==> config.mk <==
export PLATFORM = sky130hd
export DESIGN_NAME = dds_channel_scheduler
export DESIGN_NICKNAME = d
export VERILOG_FILES = /design/src/rtl/dds_pkg.sv /design/src/rtl/dds_phase_decode.sv /design/src/rtl/dds_channel_scheduler.sv
export SDC_FILE = /design/constraint.sdc
export NUM_CORES = 1
export LEC_CHECK = 0
export BUFFER_PORTS_ARGS = -buffer_cell sky130_fd_sc_hd__buf_2
export CAP_MARGIN = 20
export CORE_ASPECT_RATIO = 0.6
export CORE_MARGIN = 4
export CORE_UTILIZATION = 50
export CTS_BUF_LIST = sky130_fd_sc_hd__clkbuf_8
export CTS_CLUSTER_DIAMETER = 150
export DETAILED_ROUTE_END_ITERATION = 10
export PLACE_DENSITY = 0.69
export SLEW_MARGIN = 20
export SYNTH_ARGS = -nofsm -noshare
export SYNTH_HDL_FRONTEND = slang
export SYNTH_SLANG_ARGS = --single-unit
==> constraint.sdc <==
create_clock -name clk -period 3 [get_ports clk]
set_clock_uncertainty 0.2 [all_clocks]
set_input_delay 0.3 -clock clk [delete_from_list [all_inputs] [get_ports clk]]
set_output_delay 0.3 -clock clk [all_outputs]
set_load 0.01 [all_outputs]
==> src/rtl/dds_pkg.sv <==
// rtl/dds_pkg.sv - shared constants and types for the DDS channel scheduler and phase decode
package dds_pkg;

  localparam logic [1:0] Q_FIRST  = 2'b00;
  localparam logic [1:0] Q_SECOND = 2'b01;
  localparam logic [1:0] Q_THIRD  = 2'b10;
  localparam logic [1:0] Q_FOURTH = 2'b11;

  typedef enum logic [1:0] {
    IDLE  = 2'd0,
    ISSUE = 2'd1,
    DRAIN = 2'd2
  } state_t;

  // Quarter select occupies the top Q_W bits; the ROM index sits directly below it.
  localparam int Q_W = 2;

  function automatic int quarter_msb(input int acc_w);
    return acc_w - 1;
  endfunction

  function automatic int index_msb(input int acc_w);
    return acc_w - 1 - Q_W;
  endfunction

endpackage

==> src/rtl/dds_phase_decode.sv <==
// rtl/dds_phase_decode.sv - maps a phase accumulator onto a quarter-wave ROM address and sign
module dds_phase_decode
  import dds_pkg::*;
#(
  parameter int ACC_W  = 16,
  parameter int ADDR_W = 6
) (
  input  logic [ACC_W-1:0]  acc,
  output logic [ADDR_W-1:0] addr,
  output logic              sign
);

  localparam int Q_MSB = quarter_msb(ACC_W);
  localparam int I_MSB = index_msb(ACC_W);
  localparam int LSB_W = ACC_W - Q_W - ADDR_W;

  logic [Q_W-1:0]    q;
  logic [ADDR_W-1:0] idx;

  assign q   = acc[Q_MSB -: Q_W];
  assign idx = acc[I_MSB -: ADDR_W];

  // Fractional phase bits only advance the accumulator; they never reach the ROM.
  if (LSB_W > 0) begin : g_lsb
    logic unused_lsb;
    assign unused_lsb = ^acc[LSB_W-1:0];
  end

  always_comb begin
    addr = idx;
    sign = 1'b0;
    case (q)
      Q_FIRST:  begin addr = idx;  sign = 1'b0; end
      Q_SECOND: begin addr = ~idx; sign = 1'b0; end
      Q_THIRD:  begin addr = idx;  sign = 1'b1; end
      Q_FOURTH: begin addr = ~idx; sign = 1'b1; end
    endcase
  end

endmodule

==> src/rtl/dds_channel_scheduler.sv <==
// rtl/dds_channel_scheduler.sv - time-multiplexes one quarter-wave sine ROM across NCH DDS channels
module dds_channel_scheduler
  import dds_pkg::*;
#(
  parameter int NCH    = 2,
  parameter int ACC_W  = 16,
  parameter int ADDR_W = 6,
  parameter int DATA_W = 8,
  localparam int CH_W  = (NCH > 1) ? $clog2(NCH) : 1
) (
  input  logic              clk,
  input  logic              reset,
  input  logic              sample_tick,
  input  logic              cfg_we,
  input  logic [CH_W-1:0]   cfg_ch,
  input  logic [ACC_W-1:0]  cfg_tuning,
  input  logic              cfg_en,
  input  logic              cfg_clr,
  input  logic              ovr_clr,
  output logic [ADDR_W-1:0] rom_addr,
  input  logic [DATA_W-1:0] rom_data,
  output logic              out_valid,
  output logic [CH_W-1:0]   out_ch,
  output logic [DATA_W:0]   out_sample,
  output logic              busy,
  output logic              overrun
);

  state_t            state;
  logic [CH_W-1:0]   slot;
  logic [ACC_W-1:0]  acc    [NCH];
  logic [ACC_W-1:0]  tuning [NCH];
  logic [NCH-1:0]    en;

  logic              issuing;
  logic              last_slot;
  logic [ACC_W-1:0]  slot_acc;
  logic              slot_en;
  logic [ADDR_W-1:0] dec_addr;
  logic              dec_sign;

  logic              p_valid;
  logic              p_sign;
  logic              p_en;
  logic [CH_W-1:0]   p_ch;
  logic [DATA_W:0]   mag;

  assign issuing   = (state == ISSUE);
  assign last_slot = (slot == CH_W'(NCH - 1));
  assign busy      = (state != IDLE);
  assign mag       = {1'b0, rom_data};

  always_comb begin
    slot_acc = '0;
    slot_en  = 1'b0;
    for (int i = 0; i < NCH; i++) begin
      if (slot == CH_W'(i)) begin
        slot_acc = acc[i];
        slot_en  = en[i];
      end
    end
  end

  dds_phase_decode #(
    .ACC_W  (ACC_W),
    .ADDR_W (ADDR_W)
  ) u_decode (
    .acc  (slot_acc),
    .addr (dec_addr),
    .sign (dec_sign)
  );

  assign rom_addr = issuing ? dec_addr : '0;

  always_ff @(posedge clk or posedge reset) begin
    if (reset) begin
      state <= IDLE;
      slot  <= '0;
    end else begin
      case (state)
        IDLE: begin
          if (sample_tick) begin
            state <= ISSUE;
            slot  <= '0;
          end
        end
        ISSUE: begin
          if (last_slot) state <= DRAIN;
          else           slot  <= slot + 1'b1;
        end
        DRAIN:   state <= IDLE;
        default: state <= IDLE;
      endcase
    end
  end

  // A tick that lands mid-round is dropped; a new set beats a same-cycle clear.
  always_ff @(posedge clk or posedge reset) begin
    if (reset)                    overrun <= 1'b0;
    else if (sample_tick && busy) overrun <= 1'b1;
    else if (ovr_clr)             overrun <= 1'b0;
  end

  // Config writes land at the clock edge, so an issue in the same cycle still sees the old word.
  always_ff @(posedge clk or posedge reset) begin
    if (reset) begin
      for (int i = 0; i < NCH; i++) begin
        acc[i]    <= '0;
        tuning[i] <= '0;
      end
      en <= '0;
    end else begin
      for (int i = 0; i < NCH; i++) begin
        if (cfg_we && cfg_ch == CH_W'(i)) begin
          tuning[i] <= cfg_tuning;
          en[i]     <= cfg_en;
        end
        if (cfg_we && cfg_ch == CH_W'(i) && cfg_clr)
          acc[i] <= '0;
        else if (issuing && slot == CH_W'(i) && en[i])
          acc[i] <= acc[i] + tuning[i];
      end
    end
  end

  always_ff @(posedge clk or posedge reset) begin
    if (reset) begin
      p_valid    <= 1'b0;
      p_sign     <= 1'b0;
      p_en       <= 1'b0;
      p_ch       <= '0;
      out_valid  <= 1'b0;
      out_ch     <= '0;
      out_sample <= '0;
    end else begin
      p_valid   <= issuing;
      p_sign    <= dec_sign;
      p_en      <= slot_en;
      p_ch      <= slot;
      out_valid <= p_valid;
      out_ch    <= p_ch;
      if (!p_valid || !p_en) out_sample <= '0;
      else if (p_sign)       out_sample <= -mag;
      else                   out_sample <= mag;
    end
  end

endmodule

==> impl_metrics.ini <==
[place]
gp_congestion = 0.903
dpl.hpwl_um = 9110
post-place-ws_ns = 0.511
io_buffer_count = 50

[timing]
min_period_ns = 2.54
slew_headroom = 0.507
finalSetupViolations = 0
max_freq_mhz = 394
drv_slew = 0
rsz0062_at_grt = no
hold_violations = 0
tns_ns = 0
fin_crit_sh = 0.846
setup_ws_ns = 0.462
fin_hold_ws_ns = 0.00696
tightest_slew_ns = 0.736

[layout]
diodes = 0
area_growth_pct = 15.2
drive_gt1_frac = 0.223
final_nets = 639

[run]
drv_cap = 0

[route]
route.vias.total = 4037
viasPerCell = 5.65
drt-pass1-iter-count = 5
ant_nets = 0
drc = 0
wl_um = 12100
wl_per_cell_um = 17.0
initialDrtViolationCount = 270

[power_and_ir_drop]
p_clk_frac = 0.183
p_sw_mw = 2.11
p_int_mw = 2.96
p_leak_nw = 2.73
power_frac_seq = 0.345
power_per_cell_area_mw_per_mm2 = 872
ir_drop_mv = 0.428
combPwrFrac = 0.472
swShare = 0.415

[worst_setup_path]
r2r_cells = 9
worstPathMaxFanout = 5
slowest_delay_ns = 0.39
r2r_end = acc[30]
crit_slowest_cell = fa_1
crit_path_start_kind = flip-flop
critPathKind = flip-flop to flip-flop
critical-path-top-delay-family = compound AO/OA/AOI/OAI gates
r2r-start = tuning[16]
crit_chain = ha_1 -> inv_1 -> fa_1 -> and2b_1 -> o2111ai_1 -> a211oi_2 -> o21ai_1 -> mux2i_1 -> o311ai_0
regToRegSetupSlack_ns = 0.46
cp_num_buf_inv = 1
cp_num_cells = 9
cp.arrival_ns = 2.57
critPathCaptureType = flip-flop
critPathRequiredTime_ns = 3.03

[clock_tree]
cts-root-buf = clkbuf_8
cts_setup_buffers = 0
worstSkewPairLatency_ns = 0.38
cts_num_sinks = 85
cts_buffer_depth = 2
cts_tree = yes
clkSlewWorstSetupHoldPaths_ns = 0.09
cts_made_buffers = 9
cts_resized = 0
ctsHtreeMaxLevel = 3

[min_path]
worstHoldPathCells = 3
min_to = out_sample[1]
worstHoldPathType = input pin to flip-flop
hold_start = rom_data[1]

[grt]
grt_max_degree = 50
grt_overflow = 0
grtUsageTotal = 0.219
grt_pass1_wl_um = 20000
antenna_found_initial = 0
grt_pass1_vias = 3873

[die]
core_area_mm2 = 0.00984
pin_count = 51
num_rows = 28
start_util = 0.513
fp.dieH_um = 85.8
die_area_mm2 = 0.0118
die_w_um = 138

[yosys]
ys_types = 58
ys_warn_count = 0
syn_area_per_cell_um2 = 9.87
synth-edff-count = 0
seq_area_frac_synth = 0.422
synthArstFlopShare = 1.00
yosysTopAreaCell = dfrtp_1
syn_nets = 576
ys_seq_elements = 85
synth_area_leaders = dfrtp_1 (42%), mux2_2 (7.8%), ha_1 (7.7%)
ys.flop_type = dfrtp_1
synth_area_mm2 = 0.00505
synth_top_cell_area_share = 0.422
syn_inst = 511

[run_status]
outcome = finished, final reports clean
[logic make-up (layout without fill, tap and decap cells)]
group                    count (synthesis)  after routing  share of synthesized area
XOR/XNOR                                31             31                     0.0538
AO/OA/AOI/OAI                          126            126                      0.170
flip-flops                              85             85                      0.422
buffers and inverters                   40            108                     0.0325
adder cells (fa/ha/maj)                 33             33                     0.0848
AND/OR/NAND/NOR                        155            155                      0.147
multiplexers                            41             41                     0.0900
[worst max path at each step]
| stage | start | end | slack (ns) |
|---|---|---|---|
| 2_1_floorplan | reset | acc[0] | 0.31 |
| 3_3_place_gp | acc[0] | acc[10] | 0.59 |
| 3_5_place_dp | tuning[0] | acc[10] | 0.51 |
| 4_1_cts | tuning[16] | acc[30] | 0.47 |
| 5_1_grt | acc[16] | acc[30] | 0.29 |
| 6_report | tuning[16] | acc[30] | 0.46 |
[metal layers]
layer,wire length (um),part of all wire,vias up,track usage
met4,132,0.011,0,0.0511
met1,6310,0.52,1945,0.346
met2,4980,0.41,114,0.296
met3,707,0.058,19,0.0586
met5,0,0,-,0
li1,-,-,1959,-
[worst register-to-register path, cell delays in order (launching register included)]
cell and delay (ns):
dfrtp_1 0.36, ha_1 0.17, inv_1 0.05, fa_1 0.39
and2b_1 0.23, o2111ai_1 0.25, a211oi_2 0.31, o21ai_1 0.10
mux2i_1 0.17, o311ai_0 0.16
[synthesized netlist by cell type (5+ instances only)]
library cell and n:
a211oi_1 14, a21o_1 11, a21oi_1 37, and3_1 5, clkbuf_1 13, dfrtp_1 85, ha_1 31, inv_1 20
mux2_2 35, mux2i_1 6, nand2_1 51, nand3_1 14, nor2_1 44, nor3_1 6, o21a_1 7, o21ai_0 20
or3_1 5, xnor2_1 15, xor2_1 16
[sequential cells by signal (all words and copies together) (netlist names)]
signal	cells
acc	32
overrun	1
tuning	32
p_valid	1
out_sample	9
p_en	1
out_valid	1
state	2
p_ch	1
last_slot	1
out_ch	1
p_sign	1
en	2
[cell type report]
type | instances | area (um^2)
multi-input cells | 386 | 2760
inverters | 20 | 76.3
clock buffers | 9 | 124
repair buffers | 72 | 463
flip-flops and latches | 85 | 2130
well taps | 135 | 169
clock inverters | 7 | 97.6
fillers | 830 | 4030
[placed cells by master (no fill, tap or decap), types with 15 or more instances in the layout]
cell type,netlist,routed
a21oi_1,37,37
buf_2,4,50
dfrtp_1,85,85
ha_1,31,31
inv_1,20,20
mux2_2,35,35
nand2_1,51,51
nor2_1,44,44
o21ai_0,20,20
xnor2_1,15,15
xor2_1,16,16
[through the flow]
| stage | instances | cell area (um^2) | utilization | total power, mW |
|---|---|---|---|---|
| floorplan | 511 | 5050 | - | 3.51 |
| global placement | 684 | 5450 | 0.554 | 4.05 |
| detailed placement | 684 | 5450 | 0.554 | 4.12 |
| CTS | 713 | 5800 | 0.589 | 5.06 |
| global route | 714 | 5810 | 0.590 | 5.45 |
| finish | 714 | 5810 | 0.590 | 5.07 |
[power by group through the flow]
stage	clock network, mW	logic, mW	registers [mW]
detailed placement	0	2.35	1.77
global route	0.980	2.67	1.80
global placement	0	2.30	1.76
floorplan	0	1.83	1.68
finish	0.925	2.39	1.75
CTS	0.940	2.38	1.75
[timing repair]
| item | CTS | global route |
|---|---|---|
| setup endpoints to repair | 0 | 0 |
| endpoints found under the hold margin | 56 | 1 |
| hold buffers | 13 | 1 |
Power figures use the tool's default switching activity.
